<file path="src/rtl/robot_key_pkg.sv">
// Shared types and defaults for the robot controller key loader.
// Optional parity capture is enabled with ROBOT_KEY_PARITY_EN.
package robot_key_pkg;

  typedef enum logic [2:0] {
    ST_IDLE      = 3'd0,
    ST_SHIFT     = 3'd1,
    ST_WAIT_IDLE = 3'd2,
    ST_COMMIT    = 3'd3,
    ST_SETTLE    = 3'd4,
    ST_LOCKOUT   = 3'd5
  } state_e;

  localparam int TRIES_W        = 4;
  localparam int SETTLE_W       = 4;
  localparam int KEY_W_DEF      = 8;
  localparam int MAX_TRIES_DEF  = 4;
  localparam int SETTLE_CYC_DEF = 2;

  // XOR-reduce; zero means the word (key plus parity bit) has even parity.
  function automatic logic even_parity(input logic [32:0] bits);
    return ^bits;
  endfunction

endpackage

</file>
<file path="src/rtl/robot_key_shreg.sv">
// Serial-in parallel-out key register, LSB first, with bit counter.
// done_o flags the cycle in which the final bit is being captured.
module robot_key_shreg #(
  parameter int NBITS = 8
) (
  input  logic             clk,
  input  logic             rst,
  input  logic             clr_i,
  input  logic             en_i,
  input  logic             bit_i,
  output logic [NBITS-1:0] data_o,
  output logic             done_o
);

  localparam int CNT_W = $clog2(NBITS + 1);

  logic [NBITS-1:0] data_q;
  logic [CNT_W-1:0] cnt_q;

  // Capture one qualified bit into the slot selected by the bit counter.
  always_ff @(posedge clk or negedge rst) begin
    if (!rst) begin
      data_q <= '0;
      cnt_q  <= '0;
    end else if (clr_i) begin
      cnt_q <= '0;
    end else if (en_i) begin
      for (int i = 0; i < NBITS; i++) begin
        if (CNT_W'(i) == cnt_q) data_q[i] <= bit_i;
      end
      cnt_q <= cnt_q + CNT_W'(1);
    end
  end

  assign data_o = data_q;
  assign done_o = en_i && (cnt_q == CNT_W'(NBITS - 1));

endmodule

</file>
<file path="src/rtl/robot_key_loader.sv">
// Key loader: serial capture, commit only while the controller idles in s1,
// settle delay, and lockout after MAX_TRIES commits. Parity: ROBOT_KEY_PARITY_EN.
module robot_key_loader
  import robot_key_pkg::*;
#(
  parameter int KEY_W      = KEY_W_DEF,
  parameter int MAX_TRIES  = MAX_TRIES_DEF,
  parameter int SETTLE_CYC = SETTLE_CYC_DEF
) (
  input  logic               clk,
  input  logic               rst,
  input  logic               load_start,
  input  logic               key_sin,
  input  logic               key_sin_vld,
  input  logic               fsm_idle,
  output logic [KEY_W-1:0]   key_out,
  output logic               key_valid,
  output logic               busy,
  output logic               lockout,
  output logic [TRIES_W-1:0] tries
`ifdef ROBOT_KEY_PARITY_EN
  , output logic             err
`endif
);

`ifdef ROBOT_KEY_PARITY_EN
  localparam int NBITS = KEY_W + 1;
`else
  localparam int NBITS = KEY_W;
`endif

  state_e                state_q, state_d;
  logic [KEY_W-1:0]      key_q;
  logic                  key_valid_q, busy_q, lockout_q;
  logic [TRIES_W-1:0]    tries_q;
  logic [SETTLE_W-1:0]   settle_q;
  logic [NBITS-1:0]      sh_data;
  logic                  sh_done, sh_clr, sh_en, par_ok, settle_done, at_limit;

  assign sh_clr      = (state_q == ST_IDLE) && load_start;
  assign sh_en       = (state_q == ST_SHIFT) && key_sin_vld;
  assign settle_done = (settle_q == SETTLE_W'(SETTLE_CYC - 1));
  assign at_limit    = (tries_q == TRIES_W'(MAX_TRIES));

`ifdef ROBOT_KEY_PARITY_EN
  logic err_q;
  assign par_ok = ~even_parity(33'(sh_data));
  assign err    = err_q;
`else
  assign par_ok = 1'b1;
`endif

  robot_key_shreg #(.NBITS(NBITS)) u_shreg (
    .clk    (clk),
    .rst    (rst),
    .clr_i  (sh_clr),
    .en_i   (sh_en),
    .bit_i  (key_sin),
    .data_o (sh_data),
    .done_o (sh_done)
  );

  // Next-state selection; lockout is absorbing until reset.
  always_comb begin
    state_d = state_q;
    case (state_q)
      ST_IDLE:      if (load_start) state_d = ST_SHIFT;     else state_d = state_q;
      ST_SHIFT:     if (sh_done)    state_d = ST_WAIT_IDLE; else state_d = state_q;
      ST_WAIT_IDLE: if (fsm_idle)   state_d = ST_COMMIT;    else state_d = state_q;
      ST_COMMIT:    state_d = ST_SETTLE;
      ST_SETTLE: begin
        if (settle_done) state_d = at_limit ? ST_LOCKOUT : ST_IDLE;
        else             state_d = state_q;
      end
      ST_LOCKOUT:   state_d = ST_LOCKOUT;
      default:      state_d = ST_IDLE;
    endcase
  end

  // State register, registered status outputs, commit and settle datapath.
  always_ff @(posedge clk or negedge rst) begin
    if (!rst) begin
      state_q     <= ST_IDLE;
      key_q       <= '0;
      key_valid_q <= 1'b0;
      busy_q      <= 1'b0;
      lockout_q   <= 1'b0;
      tries_q     <= '0;
      settle_q    <= '0;
`ifdef ROBOT_KEY_PARITY_EN
      err_q       <= 1'b0;
`endif
    end else begin
      state_q   <= state_d;
      busy_q    <= (state_d != ST_IDLE) && (state_d != ST_LOCKOUT);
      lockout_q <= (state_d == ST_LOCKOUT);
`ifdef ROBOT_KEY_PARITY_EN
      err_q     <= (state_q == ST_COMMIT) && !par_ok;
`endif
      case (state_q)
        ST_COMMIT: begin
          key_valid_q <= 1'b0;
          settle_q    <= '0;
          if (par_ok) key_q <= sh_data[KEY_W-1:0];
          // A rejected key still consumes an attempt.
          if (!at_limit) tries_q <= tries_q + TRIES_W'(1);
        end
        ST_SETTLE: begin
          if (settle_done) begin
            key_valid_q <= 1'b1;
            settle_q    <= '0;
          end else begin
            settle_q <= settle_q + SETTLE_W'(1);
          end
        end
        default: ;
      endcase
    end
  end

  assign key_out   = key_q;
  assign key_valid = key_valid_q;
  assign busy      = busy_q;
  assign lockout   = lockout_q;
  assign tries     = tries_q;

endmodule

</file>
<file path="config.mk">
export PLATFORM = sky130hd
export DESIGN_NAME = robot_key_loader
export DESIGN_NICKNAME = d
export VERILOG_FILES = /design/src/rtl/robot_key_pkg.sv /design/src/rtl/robot_key_shreg.sv /design/src/rtl/robot_key_loader.sv
export SDC_FILE = /design/constraint.sdc
export NUM_CORES = 1
export LEC_CHECK = 0
export CAP_MARGIN = 10
export CORE_MARGIN = 2
export CORE_UTILIZATION = 54
export CTS_CLUSTER_DIAMETER = 30
export DETAILED_ROUTE_END_ITERATION = 8
export GPL_ROUTABILITY_DRIVEN = 0
export PLACE_DENSITY = 0.78
export SETUP_SLACK_MARGIN = 0.3
export SLEW_MARGIN = 5
export SYNTH_ARGS = -nofsm -noshare
export SYNTH_HDL_FRONTEND = slang
export SYNTH_SLANG_ARGS = --single-unit
export TNS_END_PERCENT = 50
</file>
<file path="constraint.sdc">
create_clock -name clk -period 1.75 [get_ports clk]
set_input_delay 0.35 -clock clk [delete_from_list [all_inputs] [get_ports clk]]
set_output_delay 0.35 -clock clk [all_outputs]
set_load 0.02 [all_outputs]
</file>
# Word level (Yosys, flattened, before mapping)
# Cells that the tools add are included.
[totals]
register_bits = 34
out_inout_bits = 15
[classes]
add_sub_neg = 3
eq_ne = 18
n_mux = 12
bitwise_logic = 2
n_reduce_logical = 19
[op_table]
columns = ["operator", "n"]
rows = [
  ["$reduce_and A3 Y1", 8],
  ["$pmux W3 S6", 1],
  ["$eq A3 B4 Y1 const A", 4],
  ["$mux W3", 5],
  ["$add A4 B1 Y4 const B", 3],
  ["$mux W4", 3],
  ["$eq A3 B3 Y1 const B", 3],
  ["$eq A2 B4 Y1 const A", 2],
  ["$eq A4 B3 Y1 const B", 2],
  ["$pmux W4 S2", 1],
  ["$eq A3 B2 Y1 const B", 2],
  ["$eq A1 B4 Y1 const A", 1],
  ["$eq A4 B1 Y1 const B", 1],
  ["$logic_and A1 B1 Y1", 4],
  ["$logic_not A4 Y1", 1],
  ["$reduce_and A2 Y1", 2],
  ["$reduce_bool A2 Y1", 2],
  ["$eq A3 B1 Y1 const B", 1],
  ["$logic_not A3 Y1", 1],
  ["$ne A3 B3 Y1 const B", 1],
  ["$reduce_bool A3 Y1", 1],
  ["$ne A2 B2 Y1 const B", 1],
  ["$not A1 Y1", 2],
  ["$pmux W1 S2", 1],
  ["$mux W1", 1],
]

# Longest topological paths before layout
# Gate-level depths: netlist of run 1.
[logic_depth]
word_depth = 7
mapped_depth = 6
depth_no_buf = 5

# By module
# Synthesis of run 1 repeated with hierarchy kept, for this count alone.
[hier_totals]
hier_cells = 160
area_unflattened_um2 = 1746.7
[modules_own_cells]
columns = ["module", "n_inst", "cells_each", "area_each_um2"]
rows = [
  ["robot_key_loader", 1, 111, 1131.1],
  ["robot_key_shreg", 1, 49, 615.6],
]

# Worst setup path before layout of run 1
# No wires, ideal clock.
[synth_path]
path_type = "reg-to-reg"
start = "register tries_q[0], in the netlist tries[0]"
end = "register tries_q[1], in the netlist tries[1]"
t_arrival_ns = 1.599
required_time_ns = 1.622
slack_ns = 0.023
stages_incl_launch_ff = 7
path_buffers = 1
cell_sequence = "dfrtp_1 -> inv_1 -> ha_1 -> and3b_1 -> clkbuf_1 -> or2_1 -> mux2_1"
[synth_between]
elab_chain_cells = 3
word_cells_on_any_way = 4
cone_classes = "add/sub: 1; eq/ne: 1; bitwise: 1; reduce/logical: 1"
[synth_lines]
columns = ["item", "line", "rtl"]
rows = [
  ["from (decl)", "robot_key_loader.sv:35", "logic [TRIES_W-1:0] tries_q;"],
  ["from (signal assigned)", "robot_key_loader.sv:106", "if (!at_limit) tries_q <= tries_q + TRIES_W'(1);"],
  ["branches (longest 3 deep; another with $add A4 B1 Y4)", "--", ""],
]
# Parallel ways; which one is timed is not known.
# A chain may end at the register's enable or synchronous reset.

# Worst setup path in the final report of run 1
[layout_path]
start = "register tries_q[1], in the netlist tries[1]"
end = "register tries_q[1], in the netlist tries[1]"
# Same word-level chain as after synthesis.

==> metrics, run 1 <==
drt total wl 2900 um; synth warn 0; post-route cell area between 2000 and 2500 um^2; Seq/Total Area, Yosys 0.507; DP Cell Count about 200; clock buffer depth 2; synthesized net count 156; Synth top area share 0.507; Die W 59.7 um; CP bufs+invs 1; critical path fanouts, max 5; Setup crit end kind register; dpl cell area between 1500 and 2000 um^2; fraction of layout cells with a size suffix above 1 0.172; first-pass GRT wire length ~4900 um; GRT Overall Usage 0.185; maximum vdd drop 0.818 mV; setup bufs post-CTS 0; I/O Pins 21; Synth area leader dfrtp_1; grt total ovfl 0; Reg clk slew, reported paths approximately 0.1 ns; Synth area leaders dfrtp_1, mux2_1, ha_1; skew final ~0.0075 ns; biggest cell delay along the critical path approximately 0.42 ns; Worst Path Arrival between 1.5 and 2 ns; # port buffers 20; synth unique cells 40; Top FF cell, synth dfrtp_1; FF-to-FF Start tries[1]$_DFFE_PN0P_; max cap viols 0; # setup viols final 0; Worst-Skew Late Latency 0.33 ns; core area 3000 um^2; Num CTS Buffers 5; Die Y ~60 um; Mapped Cells 142; most common cell in the synthesized netlist dfrtp_1; Final ANT Viol Nets 0; Least-Margin Pin Slew 0.420 ns; antenna violations before repair 0; delay-heaviest family, CP simple AND/OR/NAND/NOR gates; commonest cells in the netlist dfrtp_1, mux2_1, nand3_1, ha_1; slowest CP cell dfrtp_2; post-DP HPWL approximately 2100 um; critical path launch point tries[1]$_DFFE_PN0P_; wire per inst around 14 um; vias between 1000 and 1500; crit share post-route 0.840; Achievable Freq approximately 700 MHz; fin. max-slew vios 0; clk sink count 34; H-Tree Level Count 2; full die area about 3600 um^2; drt first pass iters 4; TritonCTS clock tree done; critical path, cell by cell inv_2, ha_2, and3b_1, or2_1, mux2_4; initial drt markers 44; Async SR Flop Fraction 1.00; row cnt 20; flops & latches, synth 34; Netlist Area Pre-Place about 1700 um^2; diodes inserted 0; WS Path Type reg -> reg; FILL cells between 200 and 250; pwr dens 1240 nW/um^2; LEAKAGE 1.04 nW; starting density of the core 0.559; routed vias/inst 5.61; DRC viols 0; Layout Nets around 190; Critical Path Source Type register; Post-Syn Area per Cell ~12 um^2; largest net degree at the start of global routing 35; worst path required time between 1.5 and 2 ns; Post-synth EDFFs 0; Area Overhead vs Synth 22.3%; status completed; min Tclk post-route 1.47 ns; Hold Crit Class in -> async; clk root buf clkbuf_4; Finished Layout Cells approximately 210; final core utilization 0.683; Final Hold Violating Endpoints 0; RSZ-0062 raised after global routing true; Max-slew headroom 0.720; number of global-route vias before repair approximately 1100
-- sequential cells by signal, indices dropped and copies added, names as in the netlist --
register / flops
u_shreg.cnt_q: 4
key_valid: 1
busy: 1
settle_q: 4
lockout: 1
u_shreg.data_o: 8
tries: 4
state_q: 3
key_out: 8
-- layout by cell type (no fill, tap or decap), types with 3 or more instances in the layout --
cell             synthesis  routed
dfrtp_2                  0       3
dlymetal6s2s_1           0       4
nand2b_1                 3       3
buf_4                    1      10
a21oi_1                  6       6
clkdlybuf4s50_1          0       5
dfrtp_1                 34      31
clkbuf_4                 0       5
nand3_1                 10      10
nor2b_1                  3       3
mux2_1                  17      16
ha_1                     8       7
nor2_1                   3       3
o21ai_0                  5       5
dlygate4sd2_1            0       9
nand2_1                  4       4
inv_1                    6       4
mux2i_1                  5       5
-- metrics by stage --
step / setup slack (ns) / hold slack, ns / setup TNS (ns) / power (mW)
floorplan: 0.168 / 0.0544 / 0 / 1.79
global placement: -0.0581 / 0.460 / -0.303 / 2.06
detailed placement: -0.0947 / 0.469 / -0.455 / 2.12
CTS: 0.106 / 0.428 / 0 / 2.55
global route: 0.208 / 0.454 / 0 / 2.72
finish: 0.279 / 0.427 / 0 / 2.54
-- metal layers --
metal / up-vias / wire length (um) / GRT usage
met1: 559 / 1340 / 0.232
li1: 574 / - / -
met4: 0 / 38 / 0.0667
met5: - / 0 / 0
met3: 5 / 139 / 0.0606
met2: 24 / 1390 / 0.300
-- cell families (layout without fill, tap and decap cells) --
kind of cell / after synthesis / after routing / synth area share
AO/OA/AOI/OAI: 19 / 19 / 0.0716
XOR/XNOR: 3 / 3 / 0.0157
adder cells (fa/ha/maj): 8 / 8 / 0.0597
buffers and inverters: 12 / 44 / 0.0313
flip-flops: 34 / 34 / 0.507
multiplexers: 23 / 23 / 0.151
AND/OR/NAND/NOR: 43 / 43 / 0.164
-- report_power, final --
part / switching [mW] / internal [mW]
Combinational: 0.434 / 0.438
Sequential: 0.210 / 1.01
Clock: 0.253 / 0.195
Total: 0.896 / 1.64
-- repair_timing --
item	in CTS	in global routing
gates resized for setup	13	10
setup endpoints to repair	22	30
hold endpoints to repair	0	0
hold buffers	0	0
-- final timing paths --
kind                                                 endpoint  slack [ns]  depth (start not counted)
worst max-delay path                     tries[1]$_DFFE_PN0P_        0.28                          5
worst min-delay path             u_shreg.cnt_q[2]$_DFFE_PN0P_        0.43                          2
worst max register to register           tries[1]$_DFFE_PN0P_        0.28                          5
worst min register to register  u_shreg.data_o[1]$_DFFE_PN0P_        0.49                          1
max in group asynchronous                tries[1]$_DFFE_PN0P_        1.00                          2
min in group clk                u_shreg.data_o[1]$_DFFE_PN0P_        0.49                          1
-- cell type report --
cell class	count	area, um^2	area share
Multi-Input combinational cell	96	800	0.390
Clock inverter	1	5.00	0.00244
Sequential cell	34	855	0.416
Clock buffer	7	55.1	0.0268
Timing Repair Buffer	30	274	0.134
Tap cell	33	41.3	0.0201
Inverter	6	22.5	0.0110
Note: power is estimated with default switching activity, not from simulation.
==> run 2, diff against run 1 <==
- clock period: 1.75 -> 1.5 ns (I/O delays scaled with it)
==> run 2 against run 1 <==
First-iteration DRC count down 34%. Non-clock buffer count grew 22. Combinational power increased by 74%. Sequential share of layout area fell by 6.2 points.
==> metrics, run 2 (synthesis gave the netlist of run 1 again) <==
Final Power 3.49 mW (+38%); routed vias/inst 5.69 (+1.3%); TritonCTS clock tree done; CP bufs+invs 1 (unchanged); initial drt markers 29 (-34%); pwr dens 1450 nW/um^2 (+17%); crit share post-route 0.968 (+0.128); Post-CTS Hold Fix Bufs 0 (unchanged); Area Overhead vs Synth 43.7%; Hold Crit Class in -> async; fin. max-slew vios 0 (unchanged); # setup viols final 0 (unchanged); post-DP HPWL 2340 um (+9.3%); critical path fanouts, max 3 (-2); FILL cells 180 (-22%); register area 855 um^2 (unchanged); maximum vdd drop 0.795 mV (-2.9%); drt first pass iters 4 (unchanged); vias 1302 (+12%); clk root buf clkbuf_4; # port buffers 20 (unchanged); delay-heaviest family, CP simple AND/OR/NAND/NOR gates; number of global-route vias before repair 1285 (+13%); first-pass GRT wire length 5650 um (+14%); met3 routed WL 152 um (+9.4%); Layout Nets 209 (+12%); I/O Pins 21 (unchanged); drt total wl 3650 um (+26%); starting density of the core 0.559 (unchanged); DRC viols 0 (unchanged); antenna violations before repair 0 (unchanged); core area 3000 um^2 (unchanged); Achievable Freq 689 MHz (+1.3%); Least-Margin Pin Slew 0.286 ns (-0.134 ns); GRT Overall Usage 0.213 (+0.0281); highest metal used met4; Worst Path Arrival 1.70 ns (about the same); Num CTS Buffers 5 (unchanged); FF-to-FF Start tries[0]$_DFFE_PN0P_; clk sink count 34 (unchanged); max cap viols 0 (unchanged); status completed; DR WL met2 1860 um (+34%); end of the worst register-to-register path tries[1]$_DFFE_PN0P_; WS Path Type reg -> reg; FF-to-FF path depth 5 (unchanged); R2R setup slack 0.05 ns (-0.23 ns); Final Hold Violating Endpoints 0 (unchanged); min Tclk post-route 1.45 ns (-0.0184 ns); area occupied by multi-input gates 941 um^2 (+18%); full die area 3570 um^2 (unchanged); critical path, cell by cell inv_2, ha_4, and3b_2, or2_4, mux2_4; Setup crit end kind register; routed metal-1 wirelength 1580 um (+18%); Die W 59.7 um (unchanged); H-Tree Level Count 2 (unchanged); Die Y 59.7 um (unchanged); Max-slew headroom 0.806 (+0.0862); LEAKAGE 1.14 nW (+9.9%); slowest CP cell dfrtp_2; wire per inst 15.9 um (+14%); diodes inserted 0 (unchanged); biggest cell delay along the critical path 0.40 ns (-0.02 ns); fraction of layout cells with a size suffix above 1 0.459 (+0.287); Fin Setup TNS 0 ns (unchanged); worst path required time 1.74 ns (-0.23 ns); Final ANT Viol Nets 0 (unchanged); Critical Path Source Type register; skew final 0.00654 ns (-0.00100 ns); clock buffer depth 2 (unchanged); commonest cells after routing, fill and taps aside dfrtp_1, buf_4, buf_6, nand3_1, mux2_1; row cnt 20 (unchanged); largest net degree at the start of global routing 35 (unchanged); Reg clk slew, reported paths 0.11 ns (about the same); grt total ovfl 0 (unchanged); most common cell after layout, fill and taps aside dfrtp_1; RSZ-0062 raised after global routing true; Worst-Skew Late Latency 0.35 ns (+0.02 ns)
[run 2: cell count changes in the layout (fill, tap and decap cells not counted), moves of 2 or more]
cell	previous run	this run
buf_6	0	18
buf_4	10	24
dlygate4sd2_1	9	0
mux2_1	16	9
mux2_4	1	8
dlymetal6s2s_1	4	0
buf_2	0	3
buf_12	0	2
clkdlybuf4s15_1	2	0
ha_1	7	5
ha_4	0	2
nor4b_4	0	2
[run 2: metal layers]
metal  vias to the layer above  GRT usage
met2                        25      0.360
met1                       642      0.259
li1                        627          -
met4                         0     0.0762
met5                         -          0
met3                         8     0.0606
[run 2: layout make-up]
cell class / count / share of cell area
well taps: 33 / 0.0171
flip-flops and latches: 34 / 0.354
clock inverters: 2 / 0.00519
inverters: 6 / 0.00934
repair buffers: 52 / 0.202
multi-input cells: 96 / 0.390
clock buffers: 6 / 0.0213
[run 2: worst max-delay path by stage]
stage	startpoint	end	slack, ns	cells past startpoint
6_report	tries[0]$_DFFE_PN0P_	tries[1]$_DFFE_PN0P_	0.05	5
5_1_grt	state_q[1]$_DFF_PN0_	tries[1]$_DFFE_PN0P_	0.01	4
4_1_cts	tries[0]$_DFFE_PN0P_	tries[1]$_DFFE_PN0P_	0.06	5
3_5_place_dp	key_sin_vld	u_shreg.data_o[3]$_DFFE_PN0P_	-0.30	4
3_3_place_gp	key_sin_vld	u_shreg.data_o[5]$_DFFE_PN0P_	-0.25	4
2_1_floorplan	tries[1]$_DFFE_PN0P_	tries[1]$_DFFE_PN0P_	-0.08	6
[run 2: power by group]
group	internal [mW]	leakage, nW	switching (mW)	total [mW]
logic	0.829	0.680	0.691	1.52
registers	1.17	0.430	0.249	1.42
clock network	0.225	0.0343	0.325	0.550
total	2.23	1.14	1.26	3.49
[run 2: metrics by stage]
stage               setup WS [ns]  instance area [um^2]  hold WS, ns  instances  utilization
global route               0.0135                  2410        0.311        229        0.803
detailed placement         -0.301                  2050        0.471        203        0.682
floorplan                 -0.0808                  1720      0.00441        142            -
CTS                        0.0636                  2210        0.310        221        0.735
global placement           -0.248                  2050        0.464        203        0.682
finish                     0.0478                  2410        0.304        229        0.803
[run 2: timing repair]
item | CTS | global route
buffers inserted | 10 | 7
pin swaps | 4 | 9
resized for setup | 84 | 40
gates cloned | 0 | 1
endpoints found under the setup margin | 48 | 48
==> run 3, diff against run 2 <==
- MAX_ROUTING_LAYER: unset -> met4
==> run 3 against run 2 <==
Via count is 0.61% lower. Cell area is 0.42% lower. Combinational power hardly changed. Global-route usage is 0.63 points higher. Worst setup slack better by 0.0089 ns. Power is 0.95% lower. Wire length is 0.90% lower. Sequential share of layout area is 0.15 points higher. Die area stayed put.
==> metrics, run 3 (synthesis gave the netlist of run 1 again) <==
Max-slew headroom 0.789 (-0.0177); Worst Path Arrival 1.68 ns (-0.02 ns); routed vias/inst 5.68 (-0.18%); vias 1294 (-0.61%); diodes inserted 0 (unchanged); slowest CP cell dfrtp_2; RSZ-0062 raised after global routing true; clock buffer depth 2 (unchanged); FILL cells 180 (unchanged); wire per inst 15.9 um (-0.47%); Num CTS Buffers 5 (unchanged); final core utilization 0.800 (-0.00333); fraction of layout cells with a size suffix above 1 0.451 (-0.00790); antenna violations before repair 0 (unchanged); drt first pass iters 4 (unchanged); Hold Crit Class in -> async; FF-to-FF path depth 5 (unchanged); fin. max-slew vios 0 (unchanged); Reg clk slew, reported paths 0.11 ns (about the same); drt total wl 3620 um (-0.90%); critical path, cell by cell inv_2, ha_4, and3b_2, or2_4, mux2_4; starting density of the core 0.559 (unchanged); status completed; delay-heaviest family, CP simple AND/OR/NAND/NOR gates; I/O Pins 21 (unchanged); area occupied by multi-input gates 941 um^2 (unchanged); Final Power 3.46 mW (-0.95%); Final Hold Violating Endpoints 0 (unchanged); Die Y 59.7 um (unchanged); DRC viols 0 (unchanged); CP bufs+invs 1 (unchanged); Setup crit end kind register; worst path required time 1.74 ns (about the same); # port buffers 20 (unchanged); initial drt markers 22 (-24%); Die W 59.7 um (unchanged); R2R setup slack 0.06 ns (about the same); pwr dens 1440 nW/um^2 (-0.54%); critical path fanouts, max 3 (unchanged); CP Depth 5 (unchanged); Worst-Skew Late Latency 0.35 ns (about the same); min Tclk post-route 1.44 ns (-0.00888 ns); FF-to-FF Start tries[1]$_DFFE_PN0P_; Critical Path Source Type register; clk root buf clkbuf_4; biggest cell delay along the critical path 0.39 ns (about the same); Achievable Freq 693 MHz (+0.62%); maximum vdd drop 0.795 mV (about the same); # setup viols final 0 (unchanged); Least-Margin Pin Slew 0.312 ns (+0.0262 ns); largest net degree at the start of global routing 35 (unchanged); clk sink count 34 (unchanged); post-DP HPWL 2340 um (unchanged); full die area 3570 um^2 (unchanged); register area 855 um^2 (unchanged); commonest cells after routing, fill and taps aside dfrtp_1, buf_4, buf_6, nand3_1, mux2_1; number of global-route vias before repair 1289 (+0.31%); Area Overhead vs Synth 43.1%; grt total ovfl 0 (unchanged); first-pass GRT wire length 5660 um (+0.12%); WS Path Type reg -> reg; skew final 0.00542 ns (-0.00112 ns); most common cell after layout, fill and taps aside dfrtp_1; H-Tree Level Count 2 (unchanged); row cnt 20 (unchanged); critical path launch point tries[1]$_DFFE_PN0P_; LEAKAGE 1.14 nW (-0.66%); Final ANT Viol Nets 0 (unchanged); GRT Overall Usage 0.220 (+0.00630); core area 3000 um^2 (unchanged); max cap viols 0 (unchanged); Layout Nets 208 (-0.48%); crit share post-route 0.962 (-0.00592); end of the worst register-to-register path tries[1]$_DFFE_PN0P_; TritonCTS clock tree done
-- run 3: power by group --
part           switching, mW  total (mW)  internal (mW)  leakage, nW
logic                  0.685        1.49          0.808        0.673
clock network          0.323       0.548          0.225       0.0343
registers              0.245        1.42           1.17        0.430
total                   1.25        3.46           2.21         1.14
-- run 3: timing repair --
action,4_1_cts,5_1_grt
cloned,0,1
pin swaps,4,9
hold buffers,0,0
resized for setup,84,35
endpoints found under the hold margin,0,0
buffers inserted,10,6
endpoints found under the setup margin,48,48
-- run 3: routing by layer --
metal / vias up / part of all wire / wire [um] / global-route usage
met5: - / 0 / 0 / -
met4: 0 / 0.019 / 70 / 0.0762
met3: 10 / 0.047 / 170 / 0.0606
met2: 33 / 0.51 / 1850 / 0.360
met1: 629 / 0.42 / 1530 / 0.259
li1: 622 / - / - / -
-- run 3: worst reg2reg max path, cell delays in order, from the launching register on --
cell and delay (ns):
dfrtp_2 0.39, inv_2 0.05, ha_4 0.15, and3b_2 0.21
or2_4 0.24, mux2_4 0.30
-- run 3: how the worst max path moves through the flow --
stage                               endpoint  slack [ns]
3_3_place_gp   u_shreg.data_o[5]$_DFFE_PN0P_       -0.25
4_1_cts                 tries[1]$_DFFE_PN0P_        0.06
6_report                tries[1]$_DFFE_PN0P_        0.06
2_1_floorplan           tries[1]$_DFFE_PN0P_       -0.08
3_5_place_dp   u_shreg.data_o[3]$_DFFE_PN0P_       -0.30
5_1_grt                 tries[1]$_DFFE_PN0P_        0.01
-- run 3: per-stage QoR --
step,setup TNS (ns),instances,worst slack (ns),hold WS (ns),instance area (um^2)
3_3_place_gp,-2.37,203,-0.248,0.464,2050
6_report,0,228,0.0567,0.304,2400
2_1_floorplan,-0.0808,142,-0.0808,0.00441,1720
4_1_cts,0,221,0.0636,0.310,2210
3_5_place_dp,-2.83,203,-0.301,0.471,2050
5_1_grt,0,228,0.0134,0.310,2400
-- run 3: cell type report --
cell class                      instances  area share
Tap cell                               33      0.0172
Inverter                                6     0.00938
Clock inverter                          2     0.00521
Clock buffer                            6      0.0214
Multi-Input combinational cell         96       0.392
Timing Repair Buffer                   51       0.199
Sequential cell                        34       0.356
